$ cat src/rtl/master_read_sink_pkg.sv
// rtl/master_read_sink_pkg.sv - shared types and constants for the master read sink
// Purpose: capture FSM encoding, FIFO entry width, read-direction encoding of m_wrdn
//          and the saturating word-counter increment.
package master_read_sink_pkg;

    typedef enum logic [1:0] {
        S_IDLE = 2'd0,
        S_ADDR = 2'd1,
        S_DATA = 2'd2
    } state_e;

    // One FIFO entry: {last, data[31:0]}
    localparam int ENTRY_W = 33;

    localparam logic WRDN_READ = 1'b0;

    function automatic logic [15:0] sat_inc(input logic [15:0] v);
        return (v == 16'hFFFF) ? v : v + 16'd1;
    endfunction

endpackage

$ cat src/rtl/sink_fifo.sv
// rtl/sink_fifo.sv - synchronous first-word-fall-through FIFO on tpram storage
// Purpose: buffers {last, data} entries; a pushed entry is visible on pop_data_o next cycle.
// Ports: clk_i, resetn_i (sync, active low); push_i/push_data_i; pop_i/pop_data_o;
//        empty_o, full_o, level_o (occupancy, extra MSB separates full from empty).
module sink_fifo
    import master_read_sink_pkg::*;
#(
    parameter int ADDR_LENGTH = 5
) (
    input  logic                 clk_i,
    input  logic                 resetn_i,
    input  logic                 push_i,
    input  logic [ENTRY_W-1:0]   push_data_i,
    input  logic                 pop_i,
    output logic [ENTRY_W-1:0]   pop_data_o,
    output logic                 empty_o,
    output logic                 full_o,
    output logic [ADDR_LENGTH:0] level_o
);

    localparam int LW    = ADDR_LENGTH + 1;
    localparam int DEPTH = 1 << ADDR_LENGTH;

    logic [ADDR_LENGTH:0] wr_ptr_q, rd_ptr_q;
    logic                 wr_en, rd_en;

    assign level_o = wr_ptr_q - rd_ptr_q;
    assign full_o  = (level_o == LW'(DEPTH));
    assign empty_o = (level_o == '0);

    // A push into a full FIFO is only taken when a pop frees the slot in the same cycle.
    assign wr_en = push_i & (~full_o | pop_i);
    assign rd_en = pop_i & ~empty_o;

    always_ff @(posedge clk_i) begin
        if (!resetn_i) begin
            wr_ptr_q <= '0;
            rd_ptr_q <= '0;
        end else begin
            if (wr_en) begin
                wr_ptr_q <= wr_ptr_q + LW'(1);
            end
            if (rd_en) begin
                rd_ptr_q <= rd_ptr_q + LW'(1);
            end
        end
    end

    tpram #(
        .DW(ENTRY_W),
        .AW(ADDR_LENGTH)
    ) u_ram (
        .clk_i   (clk_i),
        .we_i    (wr_en),
        .waddr_i (wr_ptr_q[ADDR_LENGTH-1:0]),
        .wdata_i (push_data_i),
        .raddr_i (rd_ptr_q[ADDR_LENGTH-1:0]),
        .rdata_o (pop_data_o)
    );

endmodule

$ cat src/rtl/tpram.sv
// rtl/tpram.sv - two-port RAM, synchronous write port, asynchronous read port
// Purpose: storage array for small FIFOs.
// Ports: clk_i; we_i/waddr_i/wdata_i write port; raddr_i/rdata_o combinational read port.
module tpram #(
    parameter int DW = 33,
    parameter int AW = 5
) (
    input  logic          clk_i,
    input  logic          we_i,
    input  logic [AW-1:0] waddr_i,
    input  logic [DW-1:0] wdata_i,
    input  logic [AW-1:0] raddr_i,
    output logic [DW-1:0] rdata_o
);

    logic [DW-1:0] mem_q [0:(1<<AW)-1];

    always_ff @(posedge clk_i) begin
        if (we_i) begin
            mem_q[waddr_i] <= wdata_i;
        end
    end

    assign rdata_o = mem_q[raddr_i];

endmodule

$ cat src/rtl/master_read_sink.sv
// rtl/master_read_sink.sv - PCI master read-data sink with FWFT buffer and stream output
// Purpose: captures adio_out words of master reads, tags the final word of each transaction,
//          streams them out and throttles the core via m_ready.
// Ports: CLK, reset_n (sync, active low); PCI side adio_out, m_data, m_data_vld, m_addr_n,
//        m_wrdn, m_ready; stream side rd_data, rd_last, rd_valid, rd_ready;
//        status level, xfer_done, xfer_len, overflow.
module master_read_sink
    import master_read_sink_pkg::*;
#(
    parameter int ADDR_LENGTH = 5,
    parameter int AF_MARGIN   = 4
) (
    input  logic                 CLK,
    input  logic                 reset_n,
    input  logic [31:0]          adio_out,
    input  logic                 m_data,
    input  logic                 m_data_vld,
    input  logic                 m_addr_n,
    input  logic                 m_wrdn,
    output logic                 m_ready,
    output logic [31:0]          rd_data,
    output logic                 rd_last,
    output logic                 rd_valid,
    input  logic                 rd_ready,
    output logic [ADDR_LENGTH:0] level,
    output logic                 xfer_done,
    output logic [15:0]          xfer_len,
    output logic                 overflow
);

    localparam int DEPTH = 1 << ADDR_LENGTH;
    localparam int FW    = ADDR_LENGTH + 2;

    state_e        state_q, state_d;
    logic          m_dataq_q;
    logic [31:0]   hold_q, hold_d;
    logic          hold_full_q, hold_full_d;
    logic [15:0]   cnt_q, cnt_d;
    logic          pend_last_q, pend_last_d;
    logic          m_ready_q;
    logic          xfer_done_q, xfer_done_d;
    logic [15:0]   xfer_len_q, xfer_len_d;
    logic          overflow_q;

    logic               push;
    logic [ENTRY_W-1:0] push_data;
    logic               pop;
    logic [ENTRY_W-1:0] fifo_data;
    logic               fifo_empty, fifo_full;
    logic [ADDR_LENGTH:0] fifo_level;

    logic          m_data_fell, capture, end_xfer;
    logic [FW-1:0] free_slots;

    assign m_data_fell = m_dataq_q & ~m_data;
    assign capture     = ((state_q == S_ADDR) || (state_q == S_DATA)) && m_data_vld;
    assign end_xfer    = (state_q == S_DATA) && m_data_fell;

    // Free slots count the holding register as one extra slot.
    assign free_slots = FW'(DEPTH) - FW'({1'b0, fifo_level})
                      + (hold_full_q ? FW'(0) : FW'(1));

    always_comb begin
        state_d     = state_q;
        hold_d      = hold_q;
        hold_full_d = hold_full_q;
        cnt_d       = cnt_q;
        pend_last_d = 1'b0;
        xfer_done_d = 1'b0;
        xfer_len_d  = xfer_len_q;
        push        = 1'b0;
        push_data   = {1'b0, hold_q};

        case (state_q)
            S_IDLE: if (!m_addr_n && (m_wrdn == WRDN_READ)) state_d = S_ADDR;
            S_ADDR: if (m_data) state_d = S_DATA;
            S_DATA: if (m_data_fell) state_d = S_IDLE;
            default: state_d = S_IDLE;
        endcase

        // Deferred last-word push after a capture collided with the end of transaction.
        // The FSM is idle in this cycle, so no capture can compete for the push port.
        if (pend_last_q && hold_full_q) begin
            push        = 1'b1;
            push_data   = {1'b1, hold_q};
            hold_full_d = 1'b0;
        end

        if (capture) begin
            push        = hold_full_q;
            push_data   = {1'b0, hold_q};
            hold_d      = adio_out;
            hold_full_d = 1'b1;
            cnt_d       = sat_inc(cnt_q);
        end

        if (end_xfer) begin
            xfer_done_d = 1'b1;
            xfer_len_d  = capture ? sat_inc(cnt_q) : cnt_q;
            cnt_d       = '0;
            if (capture) begin
                pend_last_d = 1'b1;
            end else if (hold_full_q) begin
                push        = 1'b1;
                push_data   = {1'b1, hold_q};
                hold_full_d = 1'b0;
            end
        end
    end

    always_ff @(posedge CLK) begin
        if (!reset_n) begin
            state_q     <= S_IDLE;
            m_dataq_q   <= 1'b0;
            hold_q      <= '0;
            hold_full_q <= 1'b0;
            cnt_q       <= '0;
            pend_last_q <= 1'b0;
            m_ready_q   <= 1'b0;
            xfer_done_q <= 1'b0;
            xfer_len_q  <= '0;
            overflow_q  <= 1'b0;
        end else begin
            state_q     <= state_d;
            m_dataq_q   <= m_data;
            hold_q      <= hold_d;
            hold_full_q <= hold_full_d;
            cnt_q       <= cnt_d;
            pend_last_q <= pend_last_d;
            m_ready_q   <= (free_slots > FW'(AF_MARGIN));
            xfer_done_q <= xfer_done_d;
            xfer_len_q  <= xfer_len_d;
            if (push && fifo_full && !pop) begin
                overflow_q <= 1'b1;
            end
        end
    end

    sink_fifo #(
        .ADDR_LENGTH(ADDR_LENGTH)
    ) u_fifo (
        .clk_i       (CLK),
        .resetn_i    (reset_n),
        .push_i      (push),
        .push_data_i (push_data),
        .pop_i       (pop),
        .pop_data_o  (fifo_data),
        .empty_o     (fifo_empty),
        .full_o      (fifo_full),
        .level_o     (fifo_level)
    );

    assign rd_valid  = ~fifo_empty;
    assign pop       = rd_valid & rd_ready;
    // Storage is not reset, so the stream fields are forced to zero while empty.
    assign rd_data   = fifo_empty ? 32'd0 : fifo_data[31:0];
    assign rd_last   = fifo_empty ? 1'b0 : fifo_data[32];
    assign level     = fifo_level;
    assign m_ready   = m_ready_q;
    assign xfer_done = xfer_done_q;
    assign xfer_len  = xfer_len_q;
    assign overflow  = overflow_q;

endmodule

$ cat config.mk
export PLATFORM = sky130hd
export DESIGN_NAME = master_read_sink
export DESIGN_NICKNAME = d
export VERILOG_FILES = /design/src/rtl/master_read_sink_pkg.sv /design/src/rtl/sink_fifo.sv /design/src/rtl/tpram.sv /design/src/rtl/master_read_sink.sv
export SDC_FILE = /design/constraint.sdc
export NUM_CORES = 1
export LEC_CHECK = 0
export BUFFER_PORTS_ARGS = -buffer_cell sky130_fd_sc_hd__buf_2
export CORE_ASPECT_RATIO = 0.75
export CORE_UTILIZATION = 31
export CTS_BUF_LIST = sky130_fd_sc_hd__clkbuf_16
export DETAILED_ROUTE_END_ITERATION = 10
export HOLD_SLACK_MARGIN = 0.02
export SETUP_SLACK_MARGIN = 0.5
export SLEW_MARGIN = 5
export SYNTH_ARGS = -nofsm -noshare
export SYNTH_HDL_FRONTEND = slang
export SYNTH_HIERARCHICAL = 1
export SYNTH_SLANG_ARGS = --single-unit
$ cat constraint.sdc
create_clock -name CLK -period 5.53 [get_ports CLK]
set_input_delay 1.106 -clock CLK [delete_from_list [all_inputs] [get_ports CLK]]
set_output_delay 1.106 -clock CLK [all_outputs]
set_load 0.005 [all_outputs]
# ---- Word-level counts from Yosys, hierarchy flattened
# Memory sizes are Yosys's and may differ from the RTL's. A register that Yosys moved wholly into a read port is not among the register bits.
# Cells that the tools add are included.
dict set report word_totals {
  reg_bits 84
  ramBits 1056
  out_inout_bits 59
  wordCells 81
  mem_count 1
}
# memory depth width read_ports rd_ports_with_merged_regs write_ports line
set memory_table {}
lappend memory_table {u_fifo.u_ram.mem_q 32 33 1 1 1 tpram.sv:16} ;# logic [DW-1:0] mem_q [0:(1<<AW)-1];
dict set report classes {
  addsub 6
  magnitude_cmp 1
  eq_ne 7
  n_mux 30
  bitwise 10
  reduce_logical 14
}
# operator n
set op_table {}
lappend op_table {{two-way mux 33 bit} 5}
lappend op_table {{two-way mux 16 bit} 2}
lappend op_table {{two-way mux 32 bit} 1}
lappend op_table {{adder 16 x 1 -> 16 bit (second input constant)} 1}
lappend op_table {{equality test 16 bit (second input constant)} 1}
lappend op_table {{two-way mux 1 bit} 16}
lappend op_table {{adder 6 x 1 -> 6 bit (second input constant)} 2}
lappend op_table {{two-way mux 5 bit} 2}
lappend op_table {{adder 7 x 1 -> 7 bit} 1}
lappend op_table {{> comparator 7 x 3 -> 1 bit (second input constant)} 1}
lappend op_table {{subtractor 6 x 6 -> 7 bit (first input constant)} 1}
lappend op_table {{equality test 6 bit (second input constant)} 1}
lappend op_table {{logical AND 1 bit} 6}
lappend op_table {{logical NOT 6 bit} 1}
lappend op_table {{two-way mux 2 bit} 3}
lappend op_table {{!= test 2 bit (second input constant)} 3}
lappend op_table {{case mux 2 bit (3 select lines)} 1}
lappend op_table {{subtractor 6 bit} 1}
lappend op_table {{inverter 1 bit} 5}
lappend op_table {{bitwise AND 1 bit} 4}
lappend op_table {{AND reduction 3 bit} 1}
lappend op_table {{equality test 2 x 1 -> 1 bit (second input constant)} 1}
lappend op_table {{equality test 2 bit (second input constant)} 1}
lappend op_table {{logical NOT 1 bit} 2}
lappend op_table {{other kinds (5)} 5}

# ---- Logic depth before layout (Yosys ltp)
# Gate-level depths: netlist of the first run.
dict set report logic_depth {
  ltp_word 10
  depth_mapped 14
  depth_no_buf 13
}

# ---- Cells and area by module
# The synthesis of the first run kept the hierarchy.
# mod n_inst cells_each area_per_inst_um2
set modules_own_cells {}
lappend modules_own_cells {tpram 1 2299 41153.2}
lappend modules_own_cells {master_read_sink 1 391 3255.6}
lappend modules_own_cells {sink_fifo 1 106 902.1}

# ---- Worst setup path before layout of the first run
# Ideal clock, no wire load.
dict set report synth_timing {
  kind {reg-to-reg}
  from {register u_fifo.wr_ptr_q[0]}
  to {memory u_fifo.u_ram.mem_q[28][0], enable pin}
  setup_ns 0.423
  arrival_time_ns 4.903
  t_required_ns 5.107
  slack_ns 0.204
  stages_incl_launch_ff 15
  n_path_buf 1
  period_less_slack_ns 5.326
  path_cell_list {dfxtp_1 > inv_1 > ha_1 > fa_1 > xnor2_1 > nor4_1 > mux2i_1 > or2_2 > nor2_1 > nor2b_1 > a2111oi_4 > nor2_2 > or3b_2 > clkbuf_1 > nor2_1}
}
dict set report synth_between {
  elab_chain_cells 8
  elab_cells_between_ends 10
  cone_classes {add/sub (1); eq/ne (1); mux (2); bitwise (5); reduce/logical (1)}
}
# element line
set synth_rtl {}
lappend synth_rtl {{start: declaration} sink_fifo.sv:24} ;# logic [ADDR_LENGTH:0] wr_ptr_q, rd_ptr_q;
lappend synth_rtl {{start signal: assignment} sink_fifo.sv:41} ;# wr_ptr_q <= wr_ptr_q + LW'(1);
lappend synth_rtl {{subtractor 6 bit} sink_fifo.sv:27} ;# assign level_o = wr_ptr_q - rd_ptr_q;
lappend synth_rtl {{via level[2]} master_read_sink.sv:25} ;# output logic [ADDR_LENGTH:0] level,
lappend synth_rtl {{logical NOT 6 bit} sink_fifo.sv:29} ;# assign empty_o = (level_o == '0);
lappend synth_rtl {{via fifo_empty} master_read_sink.sv:49} ;# logic fifo_empty, fifo_full;
lappend synth_rtl {{inverter 1 bit} master_read_sink.sv:153} ;# assign rd_valid = ~fifo_empty;
lappend synth_rtl {{bitwise AND 1 bit} master_read_sink.sv:154} ;# assign pop = rd_valid & rd_ready;
lappend synth_rtl {{via pop} master_read_sink.sv:47} ;# logic pop;
lappend synth_rtl {{OR 1 bit} sink_fifo.sv:32} ;# assign wr_en = push_i & (~full_o | pop_i);
lappend synth_rtl {{bitwise AND 1 bit} sink_fifo.sv:32}
lappend synth_rtl {{via u_fifo.wr_en} sink_fifo.sv:25} ;# logic wr_en, rd_en;
lappend synth_rtl {{two-way mux 1 bit} tpram.sv:19} ;# if (we_i) begin
lappend synth_rtl {{two-way mux 1 bit (not written as such)} tpram.sv:20} ;# mem_q[waddr_i] <= wdata_i;
lappend synth_rtl {{end: declaration} tpram.sv:16}
# The timed path passes the listed nets, and every way through them passes these cells.

# ---- Final worst setup path of the first run
dict set report layout_timing {
  from {register u_fifo.rd_ptr_q[2]}
  to {output port rd_data[25]}
}
dict set report layout_between {
  elab_chain_cells 3
}
# element line
set layout_rtl {}
lappend layout_rtl {{start: declaration} sink_fifo.sv:24}
lappend layout_rtl {{start signal: assignment} sink_fifo.sv:44} ;# rd_ptr_q <= rd_ptr_q + LW'(1);
lappend layout_rtl {{subtractor 6 bit} sink_fifo.sv:27}
lappend layout_rtl {{logical NOT 6 bit} sink_fifo.sv:29}
lappend layout_rtl {{two-way mux 32 bit} master_read_sink.sv:156} ;# assign rd_data = fifo_empty ? 32'd0 : fifo_data[31:0];
lappend layout_rtl {{end: declaration} master_read_sink.sv:21} ;# output logic [31:0] rd_data,
# No other way between the ends.

==> run_results.csv, run 1 <==
group,metric,value,unit
run_status,status,"finished, final reports clean",
logic_synthesis,netlist_area,45300,um2
setup_path,path_class,"flip-flop to primary output",
logic_synthesis,synth_edf_count,1056,
logic_synthesis,netlist.area_leader.share,0.700,
clocking,cts_buffers,110,
pwr,p_leak,16.0,nW
routing,wire_per_inst,23.9,um
logic_synthesis,synth.net_count,2850,
logic_synthesis,synth_ff_type,"edfxtp_1",
sta,setup_viol,0,
place,dpl-instance-area,48600,um2
logic_synthesis,syn_inst,2796,
routing,drt_first_pass_iters,6,
floorplanning,die_h,333,um
floorplanning,die_area,148000,um2
place,hpwl,64.9,mm
flow_run,maxCapViolCount,0,
global_route,grt_util_all_layers,0.156,
sta,grt_setup_unrepaired,"false",
global_route,antenna_found_initial,3,
routing,vias_per_cell,5.06,
routing,drt.antenna.violating_nets,0,
sta,layout_min_cycle_time,4890,ps
pwr,vdd_ir_drop_max,0.000250,V
sta,final.period_utilization,0.884,
logic_synthesis,yosys-top-cells-area,"edfxtp_1 (70%), mux2i_1 (12%), dfxtp_1 (3.7%)",
sta,worst_pin_slew,1290,ps
logic_synthesis,syn_avg_cell_area,16.2,um2
sta,fmax,0.205,GHz
setup_path,critPathRequiredTime,4420,ps
finish,nets,3009,
finish,fin_cells,4944,
finish,mostFrequentLayoutCell,"edfxtp_1",
clocking,cts_tree,"yes",
clocking,clockRootBuffer,"clkbuf_16",
finish,layout_common_cells,"edfxtp_1 (1,056), mux2i_1 (534), nand2_1 (179)",
setup_path,endpoint_kind,"primary output",
floorplanning,initial_utilization,0.312,
finish,layout-drive-gt1-share,0.136,
routing,vias,25000,
sta,tns,0,ps
routing,wirelength,118,mm
worst_hold_path,hold_class,"flip-flop to flip-flop",
global_route,grt_pass1_vias,24300,
sta,hold_viol_final,0,
place,io_buffers,97,
logic_synthesis,ys.warnings.count,6,
global_route,grt_overflow,0,
clocking,cts.clk_slew.worst_paths,60,ps
global_route,grt_pass1_wl,170,mm
global_route,grt_max_degree,120,
logic_synthesis,ys_seq_elements,1140,
floorplanning,die_w,443,um
logic_synthesis,synthArstFlopShare,0,
sta,drv_slew,0,
sta,fin_hold_ws,454,ps
place,dp_slack,535,ps
finish,final_core_util,0.359,
clocking,worstSkewPairLatency,720,ps
routing,drt_iter0_drc,2355,
logic_synthesis,ys_seq_area_frac,0.737,
setup_path,arrival,3780,ps
pwr,power,17.7,mW
setup_path,critPathMaxFanout,19,
sta,fin_skew,33.0,ps
floorplanning,core,145000,um2
finish,final_area,52100,um2
routing,drc,0,
clocking,clkSinkCount,1140,
floorplanning,rows,121,
floorplanning,num_io_pins,98,
logic_synthesis,yosysTopAreaCell,"edfxtp_1",
setup_path,cp-start-kind,"flip-flop",
clocking,clockBufferDepth,3,
sta,worst_slack,641,ps
finish,areaGrowthSynthToFinish,15.0,%
sta,timing.slew.headroom,0.138,
place,gp_congestion,0.759,
pwr,power_density,340,nW/um2
logic_synthesis,synth_cell_type_count,71,
place,place_inst,4738,
clocking,htreeDepth,3,
[cells in the mapped netlist, drive strengths merged (5+ instances only)]
cell type and count:
a22o 66, edfxtp 1056, buf 97, nand2 181, dfxtp 84, inv 21
a31oi 44, nand4 9, nand3b 8, clkbuf 58, or4 5, nor2 58
o31ai 5, xnor2 5, or3 15, o21ai 25, nor3 42, a21oi 158
nand3 112, a22oi 99, ha 14, nand2b 6, mux2i 535, nor4 8
nor2b 37
[cells by family after synthesis]
| kind of cell | share of synthesized area |
|---|---|
| AND/OR/NAND/NOR | 0.0540 |
| flip-flops | 0.737 |
| AO/OA/AOI/OAI | 0.0616 |
| adder cells (fa/ha/maj) | 0.00431 |
| XOR/XNOR | 0.00171 |
| buffers and inverters | 0.0232 |
| multiplexers | 0.118 |
[area by class of cell]
class	count	area (um2)
Antenna cell	1	2.50
Clock buffer	110	2750
Clock inverter	84	563
Fill cell	13600	92900
Inverter	23	86.3
Multi-Input combinational cell	1479	11200
Sequential cell	1140	33400
Tap cell	1906	2380
Timing Repair Buffer	201	1740
[sequential cells by signal (all words and copies together), names as in the netlist]
| signal | count |
|---|---|
| u_fifo/u_ram/mem_q | 1056 |
| state_q | 2 |
| cnt_q | 16 |
| u_fifo/wr_ptr_q | 6 |
| xfer_len | 16 |
| overflow | 1 |
| hold_q | 32 |
| xfer_done | 1 |
| pend_last_q | 1 |
| m_dataq_q | 1 |
| m_ready | 1 |
| u_fifo/rd_ptr_q | 6 |
| hold_full_q | 1 |
[where the power goes]
part | total (mW) | switching [mW] | internal (mW)
registers | 10.1 | 0.287 | 9.82
clock network | 7.00 | 3.21 | 3.79
logic | 0.613 | 0.441 | 0.171
[routing by layer]
| layer | vias to the layer above | part of all wire | global-route usage | routed length (um) |
|---|---|---|---|---|
| met3 | 149 | 0.065 | 0.0305 | 7710 |
| met4 | 2 | 0.020 | 0.0382 | 2360 |
| met5 | - | 0.00011 | 0 | 13 |
| met2 | 754 | 0.48 | 0.255 | 56600 |
| li1 | 11200 | - | - | - |
| met1 | 12900 | 0.44 | 0.213 | 51700 |
[repair_timing]
action	in CTS	in global routing
gates resized for setup	7	11
hold buffers	0	0
cloned	3	3
setup buffers	2	3
pin swaps	1	3
setup endpoints to repair	34	171
[final timing paths]
check	from	end	slack [ps]	cells after the start
min reg2reg	hold_q[12]	hold_q[12]	450	2
min	hold_q[12]	hold_q[12]	450	2
max	u_fifo/rd_ptr_q[2]	rd_data[25]	640	7
max reg2reg	u_fifo/wr_ptr_q[0]	u_fifo/u_ram/mem_q[24][1]	750	15
[critical path, cell delays in order, from the launching register on]
cell and delay (ps):
dfxtp_2 560, nor2b_4 690, buf_4 440, a22oi_1 120
a31oi_1 590, nand3_1 280, nor2b_1 220, buf_2 130
(Power assumes the default switching activity.)
==> run 2: changes to the inputs <==
--- a/config.mk
+++ b/config.mk
@@ -5,11 +5,13 @@
 export SDC_FILE = /design/constraint.sdc
 export NUM_CORES = 1
 export LEC_CHECK = 0
+export ABC_AREA = 1
 export BUFFER_PORTS_ARGS = -buffer_cell sky130_fd_sc_hd__buf_2
 export CORE_ASPECT_RATIO = 0.75
 export CORE_UTILIZATION = 31
 export CTS_BUF_LIST = sky130_fd_sc_hd__clkbuf_16
 export DETAILED_ROUTE_END_ITERATION = 10
+export GPL_TIMING_DRIVEN = 0
 export HOLD_SLACK_MARGIN = 0.02
 export SETUP_SLACK_MARGIN = 0.5
 export SLEW_MARGIN = 5
==> run_results.csv, run 2 <==
group,metric,value,unit
logic_synthesis,synth_common_cells,"nand2_1 (1,635), edfxtp_1 (1,056), nand3_1 (844), nor2_1 (170), buf_2 (132)",
floorplanning,num_io_pins,98,
finish,nets,4622,
place,io_buffers,96,
clocking,clkSinkCount,1140,
logic_synthesis,ys_seq_elements,1140,
pwr,clockPowerShare,0.293,
setup_path,path_buf_inv,5,
setup_path,arrival,3820,ps
place,gp_congestion,0.905,
logic_synthesis,ys.warnings.count,6,
floorplanning,rows,123,
finish,layout-drive-gt1-share,0.140,
place,dpl-instance-area,51300,um2
pwr,power.share.sequential,0.466,
setup_path,critPathMaxFanout,10,
logic_synthesis,synthArstFlopShare,0,
routing,wl_met2,64.9,mm
global_route,grt_max_degree,34,
logic_synthesis,yosys-top-cells-area,"edfxtp_1 (67%), nand2_1 (13%), nand3_1 (8.9%)",
logic_synthesis,netlist_area,47400,um2
finish,mostFrequentLayoutCell,"nand2_1",
finish,final_area,55500,um2
sta,grt_setup_unrepaired,"false",
pwr,p_sw_frac,0.351,
logic_synthesis,synth.net_count,4332,
sta,drv_slew,0,
clocking,cts_buffers,105,
clocking,htreeDepth,3,
setup_path,cp-start-kind,"flip-flop",
pwr,p_leak,21.0,nW
logic_synthesis,ys_seq_area_frac,0.704,
setup_path,critPathRequiredTime,4420,ps
sta,timing.slew.headroom,0.0615,
pwr,power.switching,8.61,mW
routing,wirelength,160,mm
logic_synthesis,synth_cell_type_count,33,
routing,drt_first_pass_iters,6,
routing,wl_met3,21.0,mm
pwr,power_density,442,nW/um2
floorplanning,initial_utilization,0.314,
global_route,grt_pass1_vias,31500,
setup_path,path_class,"flip-flop to primary output",
setup_path,critPathMaxStageDelay,740,ps
routing,drt.antenna.violating_nets,0,
clocking,clockBufferDepth,3,
routing,wire_per_inst,24.0,um
sta,fmax,0.203,GHz
routing,drt_iter0_drc,4978,
global_route,grt_overflow,0,
setup_path,slowest_stage,"buf_1",
pwr,comb_power_share,0.240,
sta,worst_slack,600,ps
sta,layout_min_cycle_time,4930,ps
flow_run,maxCapViolCount,0,
floorplanning,core,151000,um2
routing,vias_per_cell,5.21,
setup_path,reg2reg_depth,25,
setup_path,crit_cells,12,
finish,largest_register_ffs,1056,
clocking,hold_buffers,0,
finish,fill_cells,14600,
floorplanning,die_h,341,um
pwr,vdd_ir_drop_max,0.000291,V
sta,worst_pin_slew,1410,ps
global_route,antenna_found_initial,5,
floorplanning,die_w,454,um
logic_synthesis,syn_inst,4278,
setup_path,endpoint_kind,"primary output",
routing,wirelength_met1,68.0,mm
logic_synthesis,synth_edf_count,1056,
clocking,cts.clk_slew.worst_paths,60,ps
logic_synthesis,syn_avg_cell_area,11.1,um2
sta,final.period_utilization,0.891,
routing,topRoutingLayerUsed,"met5",
finish,top_regs,"u_fifo/u_ram/mem_q (1056), hold_q (32)",
routing,vias,34700,
global_route,grt_util_all_layers,0.203,
setup_path,crit_path_frequent_cell,"nand2_1",
clocking,clockRootBuffer,"clkbuf_16",
finish,final_core_util,0.368,
finish,layout_common_cells,"nand2_1 (1,635), edfxtp_1 (1,056), nand3_1 (840)",
global_route,grt_pass1_wl,226,mm
logic_synthesis,netlist.area_leader.share,0.669,
clocking,cts_tree,"yes",
logic_synthesis,synth_ff_type,"edfxtp_1",
routing,drc,0,
sta,fin_skew,52.8,ps
floorplanning,die_area,155000,um2
logic_synthesis,yosysTopAreaCell,"edfxtp_1",
sta,fin_hold_ws,450,ps
finish,top_register,"u_fifo/u_ram/mem_q",
finish,areaGrowthSynthToFinish,17.1,%
setup_path,worstPathCellList,"buf_4 > buf_4 > buf_1 > nand3_1 > nand2_1 > nand2_1 > nand2_1 > nand2_1 > nand2_1 > inv_1 > nor2_1 > buf_2",
pwr,p_int,15.9,mW
pwr,power,24.5,mW
place,hpwl,108,mm
sta,hold_viol_final,0,
worst_hold_path,holdPathStages,2,
sta,setup_viol,0,
setup_path,cp_top_family,"buffers and inverters",
run_status,status,"finished, final reports clean",
logic_synthesis,synth_most_common_cell,"nand2_1",
clocking,worstSkewPairLatency,740,ps
worst_hold_path,hold_class,"flip-flop to flip-flop",
place,dp_slack,-402,ps
run 2: path summary, 6_finish.rpt:
kind	start	end	slack, ps
worst max-delay path	u_fifo/rd_ptr_q[2]	rd_data[31]	600
worst min-delay path	xfer_len[11]	xfer_len[11]	450
worst max register to register	u_fifo/wr_ptr_q[0]	u_fifo/u_ram/mem_q[17][5]	750
worst min register to register	xfer_len[11]	xfer_len[11]	450
run 2: cells by family after synthesis:
kind of cell             share of synthesized area
adder cells (fa/ha/maj)                    0.00412
AO/OA/AOI/OAI                              0.00702
flip-flops                                   0.704
AND/OR/NAND/NOR                              0.239
buffers and inverters                       0.0442
XOR/XNOR                                   0.00111
run 2: cell type report:
type	count	area, um2	share of cell area
Inverter	112	428	0.00771
Antenna cell	9	22.5	0.000406
Tap cell	2000	2500	0.0451
Clock buffer	105	2630	0.0473
Clock inverter	92	729	0.0131
Sequential cell	1140	33400	0.602
Timing Repair Buffer	183	1820	0.0328
Buffer	248	1680	0.0303
Multi-Input combinational cell	2778	12300	0.221
run 2: layer usage:
metal  vias up  track usage
met4         4       0.0707
met2      2210        0.281
met1     17000        0.305
li1      15300            -
met5         -            0
met3       314       0.0491
run 2: power groups by stage:
stage          sequential, mW  combinational (mW)  clock [mW]
6_report                 11.4                5.89        7.19
4_1_cts                  11.5                5.70        7.25
3_3_place_gp             11.6                5.57           0
5_1_grt                  11.5                6.29        7.60
2_1_floorplan            11.0                3.32           0
3_5_place_dp             11.6                5.63           0
run 2: worst register-to-register path, cell delays in order, from the launching register on:
cell and delay, ps:
dfxtp_2 480, inv_1 120, ha_1 240, fa_1 390, inv_1 100, nand3_1 90, nand2_1 80, nand2_1 40
nand2_1 160, nor2_4 70, nand2_2 160, inv_1 60, clkbuf_4 250, inv_1 110, nand2_1 70, inv_1 50
buf_1 320, inv_1 100, nand3_2 140, buf_6 150, nand2_1 130, inv_2 240, nand3_4 270, nor2_4 170
buf_4 220, buf_12 230
run 2: what timing repair did:
action,4_1_cts,5_1_grt
endpoints found under the setup margin,1089,1089
endpoints found under the hold margin,0,0
resized for setup,21,28
gates cloned,0,0
setup buffers,53,0
pin swaps,32,0
run 2: metrics by stage:
step           setup TNS (ps)  cells
3_5_place_dp          -180680   6408
6_report                    0   6667
2_1_floorplan               0   4278
4_1_cts                     0   6658
3_3_place_gp         -2229610   6374
5_1_grt                     0   6658
